**config.mk**
```make
export PLATFORM = sky130hd
export DESIGN_NAME = pool_layer_sequencer
export DESIGN_NICKNAME = d
export VERILOG_FILES = /design/src/rtl/cnn_pkg.sv /design/src/rtl/pool_window_reduce.sv /design/src/rtl/pool_layer_sequencer.sv
export SDC_FILE = /design/constraint.sdc
export NUM_CORES = 1
export LEC_CHECK = 0
export ABC_AREA = 1
export ABC_CLOCK_PERIOD_IN_PS = 5250
export BUFFER_PORTS_ARGS = -buffer_cell sky130_fd_sc_hd__buf_2
export CAP_MARGIN = 5
export CORE_ASPECT_RATIO = 1.1
export CORE_MARGIN = 5
export CORE_UTILIZATION = 50
export DETAILED_ROUTE_END_ITERATION = 8
export GPL_TIMING_DRIVEN = 0
export PLACE_DENSITY = 0.7
export SLEW_MARGIN = 20
export SYNTH_ARGS = -nofsm -noshare
export SYNTH_HDL_FRONTEND = slang
export SYNTH_SLANG_ARGS = --single-unit
```
**constraint.sdc**
```tcl
create_clock -name clk -period 5.25 [get_ports clk]
set_input_delay 0.7875 -clock clk [delete_from_list [all_inputs] [get_ports clk]]
set_output_delay 0.7875 -clock clk [all_outputs]
set_load 0.05 [all_outputs]
```
**src/rtl/cnn_pkg.sv**
```systemverilog
// Shared CNN definitions: pooling FSM state encoding, pooling mode
// constants, default pixel width and the pixel typedef used across the
// CNN blocks.
package cnn_pkg;

    localparam int CNN_DATA_W = 16;

    localparam logic POOL_MAX = 1'b0;
    localparam logic POOL_AVG = 1'b1;

    typedef shortint pixel_t;

    typedef enum logic [2:0] {
        ST_IDLE,
        ST_RD_REQ,
        ST_RD_WAIT,
        ST_REDUCE,
        ST_WR_REQ,
        ST_WR_WAIT,
        ST_DONE
    } pool_state_e;

endpackage

```
**src/rtl/pool_window_reduce.sv**
```systemverilog
// Combinational reduction of one WIN x WIN window of signed pixels.
//   win_i    : WIN*WIN pixels, row-major, element 0 in the LSBs
//   mode_i   : POOL_MAX = signed maximum, POOL_AVG = floor of the mean
//   result_o : reduced pixel
// The average keeps the full sum in DATA_W + 2*log2(WIN) bits and divides
// with an arithmetic shift, so rounding is toward minus infinity.
module pool_window_reduce
    import cnn_pkg::*;
#(
    parameter int DATA_W = CNN_DATA_W,
    parameter int WIN    = 2
) (
    input  logic [WIN*WIN*DATA_W-1:0] win_i,
    input  logic                      mode_i,
    output logic [DATA_W-1:0]         result_o
);

    localparam int N     = WIN * WIN;
    localparam int SH    = 2 * $clog2(WIN);
    localparam int SUM_W = DATA_W + SH;

    logic signed [DATA_W-1:0] elem;
    logic signed [DATA_W-1:0] max_v;
    logic signed [SUM_W-1:0]  sum_v;

    always_comb begin
        max_v = win_i[DATA_W-1:0];
        sum_v = '0;
        elem  = '0;
        for (int i = 0; i < N; i++) begin
            elem = win_i[i*DATA_W +: DATA_W];
            if (elem > max_v) max_v = elem;
            sum_v = sum_v + SUM_W'(elem);
        end
        if (mode_i == POOL_AVG) result_o = DATA_W'(sum_v >>> SH);
        else                    result_o = max_v;
    end

endmodule

```
**src/rtl/pool_layer_sequencer.sv**
```systemverilog
// Pooling-layer controller. Walks channel / oy / ox over the output map,
// requests each WINxWIN input window from the DMA, reduces it and issues a
// one-word write-back to a contiguous destination range.
//   clk, reset           : clock, synchronous active-high reset
//   start / busy / finish: launch level, run indicator, done indicator
//   cfg_*                : layer geometry, base addresses, pool mode
//   rd_req/addr/offset   : window read request (top-left word, row pitch)
//   rd_done/rd_data      : window returned
//   wr_req/addr/data     : result write request
//   wr_done              : write complete
// Handshake: a request is a one-cycle pulse; its address/data stay stable
// until the matching done pulse, and done is only honoured in the WAIT state
// that follows that request.
module pool_layer_sequencer
    import cnn_pkg::*;
#(
    parameter int DATA_W   = CNN_DATA_W,
    parameter int ADDR_W   = 16,
    parameter int WIN      = 2,
    parameter int STRIDE   = 2,
    parameter int MAX_CH   = 128,
    parameter int MAX_SIZE = 32
) (
    input  logic                              clk,
    input  logic                              reset,
    input  logic                              start,
    input  logic [$clog2(MAX_CH+1)-1:0]       cfg_channels,
    input  logic [$clog2(MAX_SIZE+1)-1:0]     cfg_size,
    input  logic [ADDR_W-1:0]                 cfg_src_base,
    input  logic [ADDR_W-1:0]                 cfg_dst_base,
    input  logic                              cfg_mode,
    output logic                              rd_req,
    output logic [ADDR_W-1:0]                 rd_addr,
    output logic [ADDR_W-1:0]                 rd_offset,
    input  logic                              rd_done,
    input  logic [WIN*WIN*DATA_W-1:0]         rd_data,
    output logic                              wr_req,
    output logic [ADDR_W-1:0]                 wr_addr,
    output logic [DATA_W-1:0]                 wr_data,
    input  logic                              wr_done,
    output logic                              busy,
    output logic                              finish
);

    localparam int CH_W = $clog2(MAX_CH + 1);
    localparam int SZ_W = $clog2(MAX_SIZE + 1);

    pool_state_e state_q, state_d;

    // Latched layer configuration and derived geometry
    logic [CH_W-1:0]   chans_q;
    logic [SZ_W-1:0]   size_q;
    logic [SZ_W-1:0]   out_last_q;   // out_size - 1
    logic              mode_q;
    logic [ADDR_W-1:0] plane_q;      // size^2, channel step
    logic [ADDR_W-1:0] row_step_q;   // STRIDE * size, output-row step

    // Pixel walk; addresses are tracked incrementally so no multiplier is
    // needed. ch_base/row_base are the window addresses at ox=0 (and oy=0).
    logic [CH_W-1:0]   c_q;
    logic [SZ_W-1:0]   oy_q, ox_q;
    logic [ADDR_W-1:0] ch_base_q, row_base_q, pix_addr_q;
    logic [ADDR_W-1:0] wr_addr_q;

    logic [WIN*WIN*DATA_W-1:0] win_q;
    logic [DATA_W-1:0]         wr_data_q;
    logic [DATA_W-1:0]         red_result;
    logic                      last_pix;
    logic                      degenerate;

    assign degenerate = (cfg_channels == '0) || (int'(cfg_size) < WIN);
    assign last_pix   = (c_q == chans_q - CH_W'(1)) &&
                        (oy_q == out_last_q) && (ox_q == out_last_q);

    pool_window_reduce #(
        .DATA_W (DATA_W),
        .WIN    (WIN)
    ) u_reduce (
        .win_i    (win_q),
        .mode_i   (mode_q),
        .result_o (red_result)
    );

    // State register
    always_ff @(posedge clk) begin
        if (reset) state_q <= ST_IDLE;
        else       state_q <= state_d;
    end

    // Next-state logic
    always_comb begin
        state_d = state_q;
        unique case (state_q)
            ST_IDLE:    if (start) state_d = degenerate ? ST_DONE : ST_RD_REQ;
            ST_RD_REQ:  state_d = ST_RD_WAIT;
            ST_RD_WAIT: if (rd_done) state_d = ST_REDUCE;
            ST_REDUCE:  state_d = ST_WR_REQ;
            ST_WR_REQ:  state_d = ST_WR_WAIT;
            ST_WR_WAIT: if (wr_done) state_d = last_pix ? ST_DONE : ST_RD_REQ;
            ST_DONE:    if (!start) state_d = ST_IDLE;
            default:    state_d = ST_IDLE;
        endcase
    end

    // Outputs decoded from state
    always_comb begin
        rd_req = (state_q == ST_RD_REQ);
        wr_req = (state_q == ST_WR_REQ);
        finish = (state_q == ST_DONE);
        busy   = (state_q != ST_IDLE) && (state_q != ST_DONE);
    end

    assign rd_addr   = pix_addr_q;
    assign rd_offset = ADDR_W'(size_q);
    assign wr_addr   = wr_addr_q;
    assign wr_data   = wr_data_q;

    // Datapath
    always_ff @(posedge clk) begin
        if (reset) begin
            chans_q    <= '0;
            size_q     <= '0;
            out_last_q <= '0;
            mode_q     <= POOL_MAX;
            plane_q    <= '0;
            row_step_q <= '0;
            c_q        <= '0;
            oy_q       <= '0;
            ox_q       <= '0;
            ch_base_q  <= '0;
            row_base_q <= '0;
            pix_addr_q <= '0;
            wr_addr_q  <= '0;
            win_q      <= '0;
            wr_data_q  <= '0;
        end else begin
            unique case (state_q)
                ST_IDLE: if (start) begin
                    chans_q    <= cfg_channels;
                    size_q     <= cfg_size;
                    // Only meaningful when size >= WIN; otherwise the run
                    // goes straight to DONE and never uses it.
                    out_last_q <= SZ_W'((int'(cfg_size) - WIN) / STRIDE);
                    mode_q     <= cfg_mode;
                    plane_q    <= ADDR_W'(int'(cfg_size) * int'(cfg_size));
                    row_step_q <= ADDR_W'(STRIDE * int'(cfg_size));
                    c_q        <= '0;
                    oy_q       <= '0;
                    ox_q       <= '0;
                    ch_base_q  <= cfg_src_base;
                    row_base_q <= cfg_src_base;
                    pix_addr_q <= cfg_src_base;
                    wr_addr_q  <= cfg_dst_base;
                end
                ST_RD_WAIT: if (rd_done) win_q <= rd_data;
                ST_REDUCE:  wr_data_q <= red_result;
                ST_WR_WAIT: if (wr_done) begin
                    wr_addr_q <= wr_addr_q + ADDR_W'(1);
                    if (ox_q != out_last_q) begin
                        ox_q       <= ox_q + SZ_W'(1);
                        pix_addr_q <= pix_addr_q + ADDR_W'(STRIDE);
                    end else if (oy_q != out_last_q) begin
                        ox_q       <= '0;
                        oy_q       <= oy_q + SZ_W'(1);
                        row_base_q <= row_base_q + row_step_q;
                        pix_addr_q <= row_base_q + row_step_q;
                    end else begin
                        ox_q       <= '0;
                        oy_q       <= '0;
                        c_q        <= c_q + CH_W'(1);
                        ch_base_q  <= ch_base_q + plane_q;
                        row_base_q <= ch_base_q + plane_q;
                        pix_addr_q <= ch_base_q + plane_q;
                    end
                end
                default: ;
            endcase
        end
    end

endmodule

```
# Yosys cells after proc, flatten, opt, wreduce, memory -nomap -nowiden
# Cells that the tools add are included.
# word_totals
register_bits,204
inputBits,116
out_inout_bits,68
word_cells,105
# classes
add_sub_neg,13
mul,1
n_lt_le_gt_ge,4
n_eq_ne,18
n_mux,39
n_bitwise,1
reduce_logical,14
# op_table
op,count
$mux 16,15
$pmux 16 s2,4
$gt 16x16->1,3
$mux 6,6
$mux 8,4
$pmux 6 s2,2
$pmux 3 s7,1
$add 17x16->18,1
$add 18x16->18,1
$mux 3,6
$add 16x16->17,1
$add 16x1->16 const B,1
$add 16x16->16,1
$add 16x2->16 const B,1
$add 16x7->16,1
$pmux 8 s2,1
$add 6x1->6 const B,2
$eq 6x6->1,2
$mul 6x6->12,1
$ne 2x2->1 const B,6
$ne 6x6->1,2
$eq 3x3->1 const B,3
$add 8x1->8 const B,1
$eq 8x8->1,1
18 further kinds,23

# Longest topological paths before layout
# logic_depth
depth_word,7
ltp_mapped,48
ltp_nobuf,44

# By module
# A second synthesis with hierarchy kept.
# unflattened
hier_cells,2207
hier_area_um2,14775.4
# by_module_without_submodules
module,n_inst,cells_each,area_each_um2,seq_area_each_um2
pool_layer_sequencer,1,1684,11293.3,3963.8
pool_window_reduce,1,523,3482.1,0.0

# Worst setup path before layout
# Ideal clock, no wire load.
# synth_path
path_kind,register -> register
startpoint,register win_q[15]
endpoint,register wr_data_q[12] (netlist: wr_data[12])
setup_time_ns,0.109
arrival_ns,5.187
required_ns,5.141
path_slack_ns,-0.046
path_stages_with_launch,41
cell_sequence,dfxtp_1 > inv_1 > ha_1 > nand2_2 > o21bai_1 > nand2_1 > a21oi_2 > nand3_2 > nand3_2 > clkbuf_1 > clkbuf_1 > nand2_1 > o21ai_0 > ha_1 > a21oi_1 > o21a_1 > o21ai_0 > a221oi_1 > [... 5 more ...] > inv_2 > nand2_1 > and2_1 > ha_1 > nand2_1 > nor2_1 > a211oi_1 > o221ai_1 > nand2_1 > o211a_1 > o21ai_0 > nand2_1 > clkbuf_1 > nand3_1 > nand2_1 > nand3_1 > nand2_1 > inv_1
# synth_via
elab_chain_len,7
# synth_lines
element,line,source
from (decl),pool_layer_sequencer.sv:65,logic [WIN*WIN*DATA_W-1:0] win_q;
from (signal assigned),pool_layer_sequencer.sv:155,ST_RD_WAIT: if (rd_done) win_q <= rd_data;
$gt 16x16->1,pool_window_reduce.sv:32,if (elem > max_v) max_v = elem;
$mux 16 (*),pool_window_reduce.sv:32,
$gt 16x16->1,pool_window_reduce.sv:32,
$mux 16 (*),pool_window_reduce.sv:32,
$gt 16x16->1,pool_window_reduce.sv:32,
$mux 16 (*),pool_window_reduce.sv:32,
$mux 16 (*),pool_window_reduce.sv:35,if (mode_i == POOL_AVG) result_o = DATA_W'(sum_v >>> SH);
to (signal assigned),pool_layer_sequencer.sv:156,ST_REDUCE: wr_data_q <= red_result;
to (decl),pool_layer_sequencer.sv:66,logic [DATA_W-1:0] wr_data_q;
# Mark *: on every way between the ends. The rest lies on a longest branch, timed or not.
# A chain may end at the register's enable or synchronous reset.

# Worst setup path in the final report
# layout_path
startpoint,register win_q[20]
endpoint,register wr_data_q[12] (netlist: wr_data[12])
# layout_via
elab_chain_len,7
# layout_lines
element,line
$gt 16x16->1,pool_window_reduce.sv:32
$mux 16,pool_window_reduce.sv:32
$gt 16x16->1,pool_window_reduce.sv:32
$mux 16,pool_window_reduce.sv:32
$gt 16x16->1,pool_window_reduce.sv:32
$mux 16,pool_window_reduce.sv:32
$mux 16 (*),pool_window_reduce.sv:35
# Marked as above.

==> impl_results.md <==
- # clock sinks: 198
- Drt via density: 5.56
- DR pass1 iterations: 6
- Num rows: 63
- Die Y: 183 µm
- Fin nets: 2455
- Final wirelength: 45.7 mm
- Area leader, netlist: dfxtp_1
- Failing checks: setup timing
- # DRC: 0
- Ports: 184
- Largest net degree at the start of global routing: 20
- Clk_lat worst skew: 0.45 ns
- Num CTS Buffers: 17
- Worst path max stage delay: 0.48 ns
- Fin Clk Skew: 0.0181 ns
- Post-synthesis sequential area ratio: 0.291
- Status: finished with violations
- Worst R2R Start: win_q[20]
- Crit path from: win_q[20]
- Drt wl/cell: 17.8 µm
- First-pass GRT wire length: 68.6 mm
- Layout cells sized above 1: 0.205
- Number of cells on the critical path: 41
- GPL Wtd Cong: 0.928
- CTS Root Buffer Type: clkbuf_16
- Placed Area: 15000 µm²
- Hpwl dp: 34.4 mm
- Slew at the pin closest to its max-slew limit: 0.873 ns
- Crit path time final: 5.42 ns
- Max-Slew Margin vs Limit: 0.418
- Peak Freq: 184 MHz
- Maximum capacitance violations: 0
- Area growth syn-to-layout: 22.9%
- Setup-failing EPs final: 16
- Area contributors post-synth: dfxtp_1 (29%), nand2_1 (10%), ha_1 (9.4%)
- Maximum level of the CTS H-tree: 4
- Crit path DAT: 5.77 ns
- Critical Setup Path Class: reg -> reg
- R2r worst-path depth: 41
- Setup TNS: -2.09 ns
- CP max stage cell: dfxtp_1
- Unrepaired setup endpoints after global routing: yes
- Core region area: 27000 µm²
- Crit start category: register
- Most frequent cells in the layout: nand2_1 (335), o21ai_0 (212), inv_1 (209)
- Routed Antenna Nets: 0
- DR vias: 14256
- CP delay by family, top: simple AND/OR/NAND/NOR gates
- Fin crit share: 1.03
- Die ar.: 30700 µm²
- Placed cell count: 2481
- Post-synth EDFFs: 0
- Fin. max-slew vios: 0
- Clock Tree Buf Depth: 2
- Synthesized flop and latch total: 198
- Synth cell types: 51
- CP max FO: 7
- Hold Crit Depth: 2
- All-Layer GR Usage: 0.279
- Hold_sp: ch_base_q[8]
- Post-route cell area: 16800 µm²
- Synth Flop Type: dfxtp_1
- # diodes: 0
- Grt ovf: 0
- # fillers: 2482
- DIE WIDTH: 168 µm
- Yosys warnings: 0
- Crit-path most repeated cell: nand2_1
- Initial core utilization: 0.506
- Yosys top cell area share: 0.291
- Buf/Inv on CP: 6
- TritonCTS clock tree: done
- DRT iter0 DRCs: 1198
- Clk pin slew, worst setup/hold paths: 0.07 ns
- PnR worst setup slack: -0.173 ns
- Commonest non-fill, non-tap cell in the layout: nand2_1
- Mapped Cells: 1943
- Antenna violations before repair: 0
- Number of hold violations in the final report: 0
- Post-synth ARST share: 0
- Layout Cells excl Fill: 2565
- Port bufs: 172
- Min-delay worst type: reg -> reg
- Vias in the first global route: 13419
- Syn_area_per_cell: 7.02 µm²
- Syn Std Cell Area: 13600 µm²
- Required @ worst endpoint: 5.60 ns
- Setup crit end kind: register
==> metal layers <==
metal	global-route usage	routed length (µm)	share of wire	vias to the layer above
met1	0.326	18100	0.39	6547
met3	0.0470	2950	0.064	155
met5	0	0	0	-
li1	-	-	-	6919
met2	0.495	22300	0.49	635
met4	0.137	2430	0.053	0
==> cells by family after synthesis <==
group,after synthesis,synth area share
AOI/OAI and AO/OA,514,0.208
xor gates and xnor gates,56,0.0359
adders and majority gates,144,0.155
buffers and inverters,327,0.0945
DFF,198,0.291
muxes,1,0.000734
other,1,0.000275
and+or+nand+nor,702,0.215
==> what timing repair did <==
| action | 4_1_cts | 5_1_grt |
|---|---|---|
| gates cloned | 4 | 1 |
| buffers inserted | 18 | 30 |
| pin swaps | 10 | 53 |
| setup endpoints to repair | 16 | 16 |
| hold buffers | 0 | 0 |
| hold endpoints to repair | 0 | 0 |
| gates resized for setup | 66 | 155 |
==> synth_stat cells, types with 16 or more instances <==
| master | number |
|---|---|
| nand2_1 | 362 |
| dfxtp_1 | 198 |
| o21bai_1 | 16 |
| a21oi_1 | 167 |
| o21ai_0 | 244 |
| nor2_1 | 205 |
| nor3_1 | 19 |
| nand3_1 | 52 |
| ha_1 | 102 |
| a31oi_1 | 27 |
| fa_1 | 42 |
| inv_1 | 224 |
| clkbuf_1 | 78 |
| xor2_1 | 36 |
| nand4_1 | 16 |
| xnor2_1 | 20 |
==> per-stage QoR <==
stage	worst slack [ns]	util	hold WS, ns
3_5_place_dp	-1.09	0.556	0.462
3_3_place_gp	-1.04	0.556	0.448
5_1_grt	-0.487	0.622	0.483
4_1_cts	0.00169	0.591	0.475
6_report	-0.173	0.622	0.472
2_1_floorplan	0.0312	-	0.440
==> area by class of cell <==
class	instances	area, µm²	area share
multi-input combinational	1428	9030	0.539
buffer	97	483	0.0288
tap	357	447	0.0266
timing repair buffer	224	1320	0.0788
inverter	229	870	0.0519
sequential	198	4020	0.240
clock inverter	14	164	0.00978
clock buffer	18	429	0.0256
==> worst min-delay path: cells and delay by family (launching register included) <==
family	cells	cell delay, ns
AO/OA/AOI/OAI	1	0.05
flip-flops	1	0.32
AND/OR/NAND/NOR	1	0.06
==> state kept, by name, indices dropped and copies added, names as in the netlist, 8 cells and up <==
name / cells
chans_q: 8
win_q: 64
wr_addr: 16
rd_addr: 16
row_base_q: 16
plane_q: 10
c_q: 8
ch_base_q: 16
wr_data: 16
==> final timing paths <==
| path | endpoint | slack [ns] |
|---|---|---|
| worst max-delay path | wr_data[12] | -0.17 |
| worst min-delay path | ch_base_q[8] | 0.47 |
| worst max register to register | wr_data[12] | -0.17 |
| worst min register to register | ch_base_q[8] | 0.47 |
Power is left out: the tool's default activity adds up to more than one toggle a clock period on the data nets, which glitch-free logic cannot reach.
